==> config.mk <==
export PLATFORM = sky130hd
export DESIGN_NAME = custom_axi_ip_mc
export DESIGN_NICKNAME = d
export VERILOG_FILES = /design/src/rtl/custom_axi_ip_mc.sv
export SDC_FILE = /design/constraint.sdc
export NUM_CORES = 1
export LEC_CHECK = 0
export BUFFER_PORTS_ARGS = -buffer_cell sky130_fd_sc_hd__buf_2
export CORE_UTILIZATION = 45
export CTS_BUF_LIST = sky130_fd_sc_hd__clkbuf_8
export CTS_CLUSTER_DIAMETER = 100
export CTS_CLUSTER_SIZE = 20
export DETAILED_ROUTE_END_ITERATION = 6
export GPL_ROUTABILITY_DRIVEN = 0
export PLACE_DENSITY = 0.67
export SYNTH_ARGS = -nofsm -noshare
export SYNTH_HDL_FRONTEND = slang
export SYNTH_SLANG_ARGS = --single-unit
export TNS_END_PERCENT = 50
==> constraint.sdc <==
create_clock -name clk_i -period 3.85 [get_ports clk_i]
set_input_delay 0.1925 -clock clk_i [delete_from_list [all_inputs] [get_ports clk_i]]
set_output_delay 0.1925 -clock clk_i [all_outputs]
set_load 0.01 [all_outputs]
==> src/rtl/custom_axi_ip_mc.sv <==
// custom_axi_ip_mc: multi-channel iterated compute job (pass / increment / add-step) with
// per-channel result registers. Define CUSTOM_AXI_IP_SAT_EN to saturate the accumulator on overflow.
package custom_axi_ip_mc_pkg;
  typedef enum logic [1:0] {
    ST_IDLE  = 2'd0,
    ST_BUSY  = 2'd1,
    ST_DONE  = 2'd2,
    ST_ERROR = 2'd3
  } status_e;
endpackage

module custom_axi_ip_mc
  import custom_axi_ip_mc_pkg::*;
#(
  parameter int DATA_WIDTH = 32,
  parameter int NUM_CH     = 4,
  parameter int ITER_WIDTH = 8,
  localparam int CH_W      = (NUM_CH > 1) ? $clog2(NUM_CH) : 1
) (
  input  logic                  clk_i,
  input  logic                  rst_ni,
  input  logic                  start_i,
  input  logic [CH_W-1:0]       ch_sel_i,
  input  logic [1:0]            mode_i,
  input  logic [DATA_WIDTH-1:0] op_data_i,
  input  logic [DATA_WIDTH-1:0] step_i,
  input  logic [ITER_WIDTH-1:0] iter_i,
  input  logic                  clear_i,
  input  logic [CH_W-1:0]       rd_sel_i,
  output logic [DATA_WIDTH-1:0] rd_data_o,
  output logic                  done_o,
  output logic                  error_o,
  output logic                  drop_o,
  output logic                  ovf_o,
  output status_e               status_o
);

  localparam logic [CH_W:0] NUM_CH_L = (CH_W + 1)'(NUM_CH);
  localparam logic [1:0]    MODE_INC = 2'b01;
  localparam logic [1:0]    MODE_ADD = 2'b10;
  localparam logic [1:0]    MODE_ILL = 2'b11;

  status_e               state_q, state_d;
  logic [DATA_WIDTH-1:0] acc_q, acc_d;
  logic [DATA_WIDTH-1:0] step_q, step_d;
  logic [ITER_WIDTH-1:0] cnt_q, cnt_d;
  logic [CH_W-1:0]       ch_q, ch_d;
  logic [1:0]            mode_q, mode_d;
  logic                  drop_q, drop_d;
  logic                  ovf_q, ovf_d;
  logic [DATA_WIDTH-1:0] result_q [NUM_CH];
  logic [DATA_WIDTH-1:0] result_d [NUM_CH];
  logic [DATA_WIDTH:0]   sum;
  logic                  cmd_bad;

  function automatic logic [DATA_WIDTH-1:0] fit_acc(input logic [DATA_WIDTH:0] s);
`ifdef CUSTOM_AXI_IP_SAT_EN
    return s[DATA_WIDTH] ? {DATA_WIDTH{1'b1}} : s[DATA_WIDTH-1:0];
`else
    return s[DATA_WIDTH-1:0];
`endif
  endfunction

  // One-bit-wider sum so the carry out doubles as the overflow flag; pass mode never carries.
  always_comb begin
    case (mode_q)
      MODE_INC: sum = {1'b0, acc_q} + {{DATA_WIDTH{1'b0}}, 1'b1};
      MODE_ADD: sum = {1'b0, acc_q} + {1'b0, step_q};
      default:  sum = {1'b0, acc_q};
    endcase
  end

  assign cmd_bad = (mode_i == MODE_ILL) || (iter_i == '0) || ({1'b0, ch_sel_i} >= NUM_CH_L);

  always_comb begin
    state_d  = state_q;
    acc_d    = acc_q;
    step_d   = step_q;
    cnt_d    = cnt_q;
    ch_d     = ch_q;
    mode_d   = mode_q;
    result_d = result_q;
    // Clear first so that a set event later in this block wins in the same cycle.
    drop_d   = clear_i ? 1'b0 : drop_q;
    ovf_d    = clear_i ? 1'b0 : ovf_q;
    if (start_i && (state_q != ST_IDLE)) drop_d = 1'b1;

    case (state_q)
      ST_IDLE: begin
        if (start_i) begin
          ch_d   = ch_sel_i;
          mode_d = mode_i;
          step_d = step_i;
          if (cmd_bad) begin
            state_d = ST_ERROR;
          end else begin
            acc_d   = op_data_i;
            cnt_d   = iter_i;
            state_d = ST_BUSY;
          end
        end
      end
      ST_BUSY: begin
        acc_d = fit_acc(sum);
        if (sum[DATA_WIDTH]) ovf_d = 1'b1;
        cnt_d = cnt_q - ITER_WIDTH'(1);
        if (cnt_q == ITER_WIDTH'(1)) state_d = ST_DONE;
      end
      ST_DONE: begin
        for (int i = 0; i < NUM_CH; i++) begin
          if (ch_q == CH_W'(i)) result_d[i] = acc_q;
        end
        state_d = ST_IDLE;
      end
      ST_ERROR: begin
        if (clear_i) state_d = ST_IDLE;
      end
      default: state_d = ST_IDLE;
    endcase
  end

  always_ff @(posedge clk_i or negedge rst_ni) begin
    if (!rst_ni) begin
      state_q <= ST_IDLE;
      acc_q   <= '0;
      step_q  <= '0;
      cnt_q   <= '0;
      ch_q    <= '0;
      mode_q  <= '0;
      drop_q  <= 1'b0;
      ovf_q   <= 1'b0;
      for (int i = 0; i < NUM_CH; i++) result_q[i] <= '0;
    end else begin
      state_q  <= state_d;
      acc_q    <= acc_d;
      step_q   <= step_d;
      cnt_q    <= cnt_d;
      ch_q     <= ch_d;
      mode_q   <= mode_d;
      drop_q   <= drop_d;
      ovf_q    <= ovf_d;
      result_q <= result_d;
    end
  end

  // Selects beyond NUM_CH fall through to zero.
  always_comb begin
    rd_data_o = '0;
    for (int i = 0; i < NUM_CH; i++) begin
      if (rd_sel_i == CH_W'(i)) rd_data_o = result_q[i];
    end
  end

  assign done_o   = (state_q == ST_DONE);
  assign error_o  = (state_q == ST_ERROR);
  assign drop_o   = drop_q;
  assign ovf_o    = ovf_q;
  assign status_o = state_q;

endmodule

# Word level (Yosys, flattened, before mapping)
# Cells that the tools add are included.
dict set report word_totals {
  word_cells 71
  inputBits 82
  reg_bits 208
}
dict set report classes {
  muxes 21
  reduce_logical 17
  eq_ne 18
  addsub 3
}
# operator n
set op_table {}
lappend op_table {{2-to-1 mux 32 bit} 6}
lappend op_table {{case mux 33 bit (2 select lines)} 1}
lappend op_table {{case mux 32 bit (2 select lines)} 1}
lappend op_table {{adder 32 x 1 -> 33 bit, second input constant} 1}
lappend op_table {{adder 32 x 32 -> 33 bit} 1}
lappend op_table {{equality test 2 bit, second input constant} 8}
lappend op_table {{2-to-1 mux 8 bit} 2}
lappend op_table {{case mux 8 bit (2 select lines)} 1}
lappend op_table {{AND reduction 2 bit} 5}
lappend op_table {{equality test 2 x 1 -> 1 bit, second input constant} 4}
lappend op_table {{equality test 8 x 1 -> 1 bit, second input constant} 1}
lappend op_table {{logical NOT 8 bit} 1}
lappend op_table {{2-to-1 mux 2 bit} 4}
lappend op_table {{!= test 2 bit, second input constant} 4}
lappend op_table {{case mux 2 bit (4 select lines)} 1}
lappend op_table {{subtractor 8 x 1 -> 8 bit, second input constant} 1}
lappend op_table {{logical NOT 2 bit} 3}
lappend op_table {{AND reduction 3 bit} 2}
lappend op_table {{nonzero test 2 bit} 3}
lappend op_table {{2-to-1 mux 1 bit} 5}
lappend op_table {{AND reduction 4 bit} 1}
lappend op_table {{!= test 3 x 1 -> 1 bit, second input constant} 1}
lappend op_table {{logical AND 1 bit} 1}
lappend op_table {{logical OR 1 bit} 1}

# Longest topological paths before layout
dict set report depth {
  word_depth 5
  ltp_mapped 15
  ltp_nobuf 15
}

# Least setup slack after synthesis
# Ideal clock, no wire load.
dict set report synth_path {
  path_kind {reg2reg}
  start {register mode_q[0]}
  end {register acc_q[30]}
  setup_ns 0.131
  n_path_buf 1
  period_less_slack_ns 3.053
  arrival_ns 2.921
  path_slack_ns 0.797
  path_stages_with_launch 15
  cell_sequence {dfrtp_1 -> inv_1 -> ha_1 -> clkbuf_1 -> nand2_1 -> fa_1 -> nor2b_4 -> o31ai_4 -> a2111oi_4 -> o211ai_2 -> a21boi_2 -> a41oi_4 -> o31ai_4 -> mux2i_1 -> nand2_1}
}
dict set report synth_via {
  elab_chain_len 3
  elab_cells_between_ends 6
}
# element line_no
set synth_lines {}
lappend synth_lines {{start: declaration} 48} ;# logic [1:0] mode_q, mode_d;
lappend synth_lines {{start signal: assignment} 139} ;# mode_q <= mode_d;
lappend synth_lines {{equality test 2 bit or equality test 2 x 1 -> 1 bit (tied branches)} 66} ;# case (mode_q)
lappend synth_lines {{case mux 33 bit (2 select lines) or != test 3 x 1 -> 1 bit (tied branches)} n/a}
lappend synth_lines {{case mux 32 bit (2 select lines) or AND reduction 4 bit (tied branches)} n/a}
lappend synth_lines {{end signal: assignment} 125} ;# acc_q <= '0;
lappend synth_lines {{end signal: assignment} 135} ;# acc_q <= acc_d;
lappend synth_lines {{end: declaration} 44} ;# logic [DATA_WIDTH-1:0] acc_q, acc_d;
# Several ways; a longest one is shown, not always the timed one.
# A chain may end at the register's enable or synchronous reset.

# Final worst setup path
dict set report layout_path {
  start {register mode_q[0]}
  end {register acc_q[29]}
}
# The elaborated chain is that of the path after synthesis.

==> impl_metrics.ini <==
[timing]
relSlewSlack = 0.3912
drv_slew = 0
tns_ns = 0
finalSetupViolations = 0
hold_violations = 0
fin_worst_skew_ns = 0.03208
rsz0062_at_grt = no
tightest_slew_ns = 0.9132
setup_ws_ns = 0.3650
timing.fmax_mhz = 286.9
min_period_ns = 3.485
finalCritPeriodShare = 0.9052

[synth]
ys_warn_count = 0
yosys.area.top_type = dfrtp_1
netlist_instances = 864
avgSynthCellArea_um2 = 12.51
yosysUniqueCellTypes = 70
synth_top_area_frac = 0.4815
syn_nets = 982
seq_area_frac_synth = 0.4815
synth_area_leaders = dfrtp_1, mux2_2, mux4_2, ha_1, nor2_1
netlist_area_mm2 = 0.01081
ys.flop_type = dfrtp_1
ys_async_sr_fraction = 1.000
synth_edf_count = 0
ys_ff_latch = 208

[floorplanning]
die_x_um = 157.0
die_y_um = 157.0
fp-row-count = 56
io_pins = 120
core_region_area_mm2 = 0.02354
fp.dieArea_mm2 = 0.02465
start_util = 0.4592

[clock_tree]
ctsLongestPathBuffers = 3
cts_tree = done
cts_made_buffers = 14
cts_setup_buffers = 0
clk_pin_slew_worst_paths_ns = 0.13
cts_sinks = 208
h-tree-depth = 1
root_buffer = clkbuf_8
clk_latency_ns = 0.52

[final_layout]
drive_gt1_frac = 0.3598
final_cell_mix = dfrtp_1, mux2_2, buf_2, dlygate4sd3_1, nor2_1
num_antenna_cells = 0
layout.nets = 1162
final_common_cell = dfrtp_1
n_fill_cell = 2106
fin_util = 0.5419
areaGrowthSynthToFinish_pct = 18.02

[place]
dp_slack_ns = 0.3825
hpwl_um = 17780
portBuffers = 119

[drt]
drt_iter0_drc = 398
vias_per_cell = 5.584
ant_nets = 0
dr.pass1.iters = 4
drc = 0
finalWirelength_um = 25680
num_vias = 7617
drt-wirelength-per-cell_um = 18.83

[power]
ir_drop_uv = 409.0
p_leak_nw = 5.686
power-per-cell-area_mw_per_mm2 = 842.9

[setup_path]
crit_path_start_kind = flop
crit_buf_inv = 2
crit_fanout = 14
slowest_delay_ns = 0.39
cp_top_family = compound AO/OA/AOI/OAI gates
critPathMostFrequentCell = ha_1
crit_required_ns = 4.26
end_kind = flop
crit_type = reg -> reg
crit_chain = inv_1 -> ha_1 -> buf_4 -> and2_1 -> ha_1 -> nand4_1 -> o221ai_1 -> a31oi_2 -> a21oi_2 -> a21oi_1 -> o31ai_2 -> mux2i_1 -> o211ai_1 -> a221o_1
cpMaxStageDelayCell = ha_1
crit_arrival_ns = 3.89

[global_route]
antenna_found_initial = 1
grt_pass1_wl_um = 41620
grt_pass1_vias = 7816
grt.overflow.total = 0
grt.total_usage = 0.2173
grt_max_degree = 100

[job]
cap_violations = 0

[min_path]
hold_path_class = in -> reg

[status]
status = completed
## area by class of cell
type / count / area [µm²] / area share
multi-input cells: 601 / 5405 / 0.4237
flip-flops and latches: 208 / 5205 / 0.4080
repair buffers: 209 / 1480 / 0.1160
well taps: 319 / 399.1 / 0.03128
clock buffers: 16 / 220.2 / 0.01726
inverters: 10 / 37.54 / 0.002942
clock inverters: 1 / 11.26 / 0.0008826
## power breakdown
part | internal (W) | switching, W | leakage (nW)
Clock | 0.000383 | 0.000686 | 0.121
Combinational | 0.00275 | 0.00281 | 3.07
Sequential | 0.00328 | 0.000843 | 2.50
Total | 0.00641 | 0.00434 | 5.69
## kinds of logic after synthesis
kind of cell	after synthesis	share of synthesized area
DFF	208	0.4815
muxes	198	0.2391
and+or+nand+nor	180	0.08426
AOI/OAI and AO/OA	164	0.1132
buffers and inverters	55	0.02095
adders and majority gates	36	0.04236
xor gates and xnor gates	23	0.01863
## synthesized netlist by cell type, types with 6 or more instances
master,n
nor3b_1,8
and2_1,34
xor2_1,12
nor2_1,60
nand2b_1,6
o21ai_0,26
mux2_2,162
a21oi_1,44
clkbuf_1,31
nor3_1,8
and3_1,9
buf_2,8
ha_1,35
inv_1,10
a21o_1,17
mux4_2,32
a221oi_1,16
nand2_1,32
xnor2_1,11
dfrtp_1,208
## path summary, 6_finish.rpt
kind | start | endpoint | slack (ns) | cells after the start
min in group asynchronous | rst_ni | step_q[28] | 0.29 | 2
max in group asynchronous | rst_ni | result_q[30] | 2.62 | 3
max | mode_q[0] | acc_q[29] | 0.36 | 14
min | op_data_i[4] | acc_q[4] | 0.02 | 3
max reg2reg | mode_q[0] | acc_q[29] | 0.36 | 14
min reg2reg | result_q[1] | result_q[1] | 0.51 | 2
## through the flow
stage	hold WS, ns	cells	cell area (µm²)	total power, W
4_1_cts	0.0003971	1364	12760	0.01082
6_report	0.01880	1364	12760	0.01075
3_5_place_dp	0.3377	1277	11830	0.009680
5_1_grt	0.03536	1364	12760	0.01163
2_1_floorplan	-0.1031	864	10810	0.008124
3_3_place_gp	0.3396	1277	11830	0.009514
## metal layers
| layer | global-route usage | routed length (µm) | vias up |
|---|---|---|---|
| li1 | - | - | 3559 |
| met1 | 0.3078 | 12210 | 3878 |
| met2 | 0.3530 | 11970 | 148 |
| met3 | 0.02671 | 904 | 32 |
| met4 | 0.05742 | 599 | 0 |
| met5 | 0 | 0 | - |
## flip-flops by register name (all words and copies together), names as in the netlist
signal / cells
mode_q: 2
ovf_o: 1
acc_q: 32
step_q: 32
ch_q: 2
result_q: 128
drop_o: 1
cnt_q: 8
status_o: 2
## tightest hold or removal path, delay by kind of cell
kind | cells | cell delay [ns]
AO/OA/AOI/OAI | 2 | 0.20
buffers and inverters | 1 | 0.11
## repair_timing
action | CTS | global route
hold endpoints to repair | 166 | 0
hold buffers | 70 | 0
resized for setup | 0 | 0
Note: power is estimated with default switching activity, not from simulation.
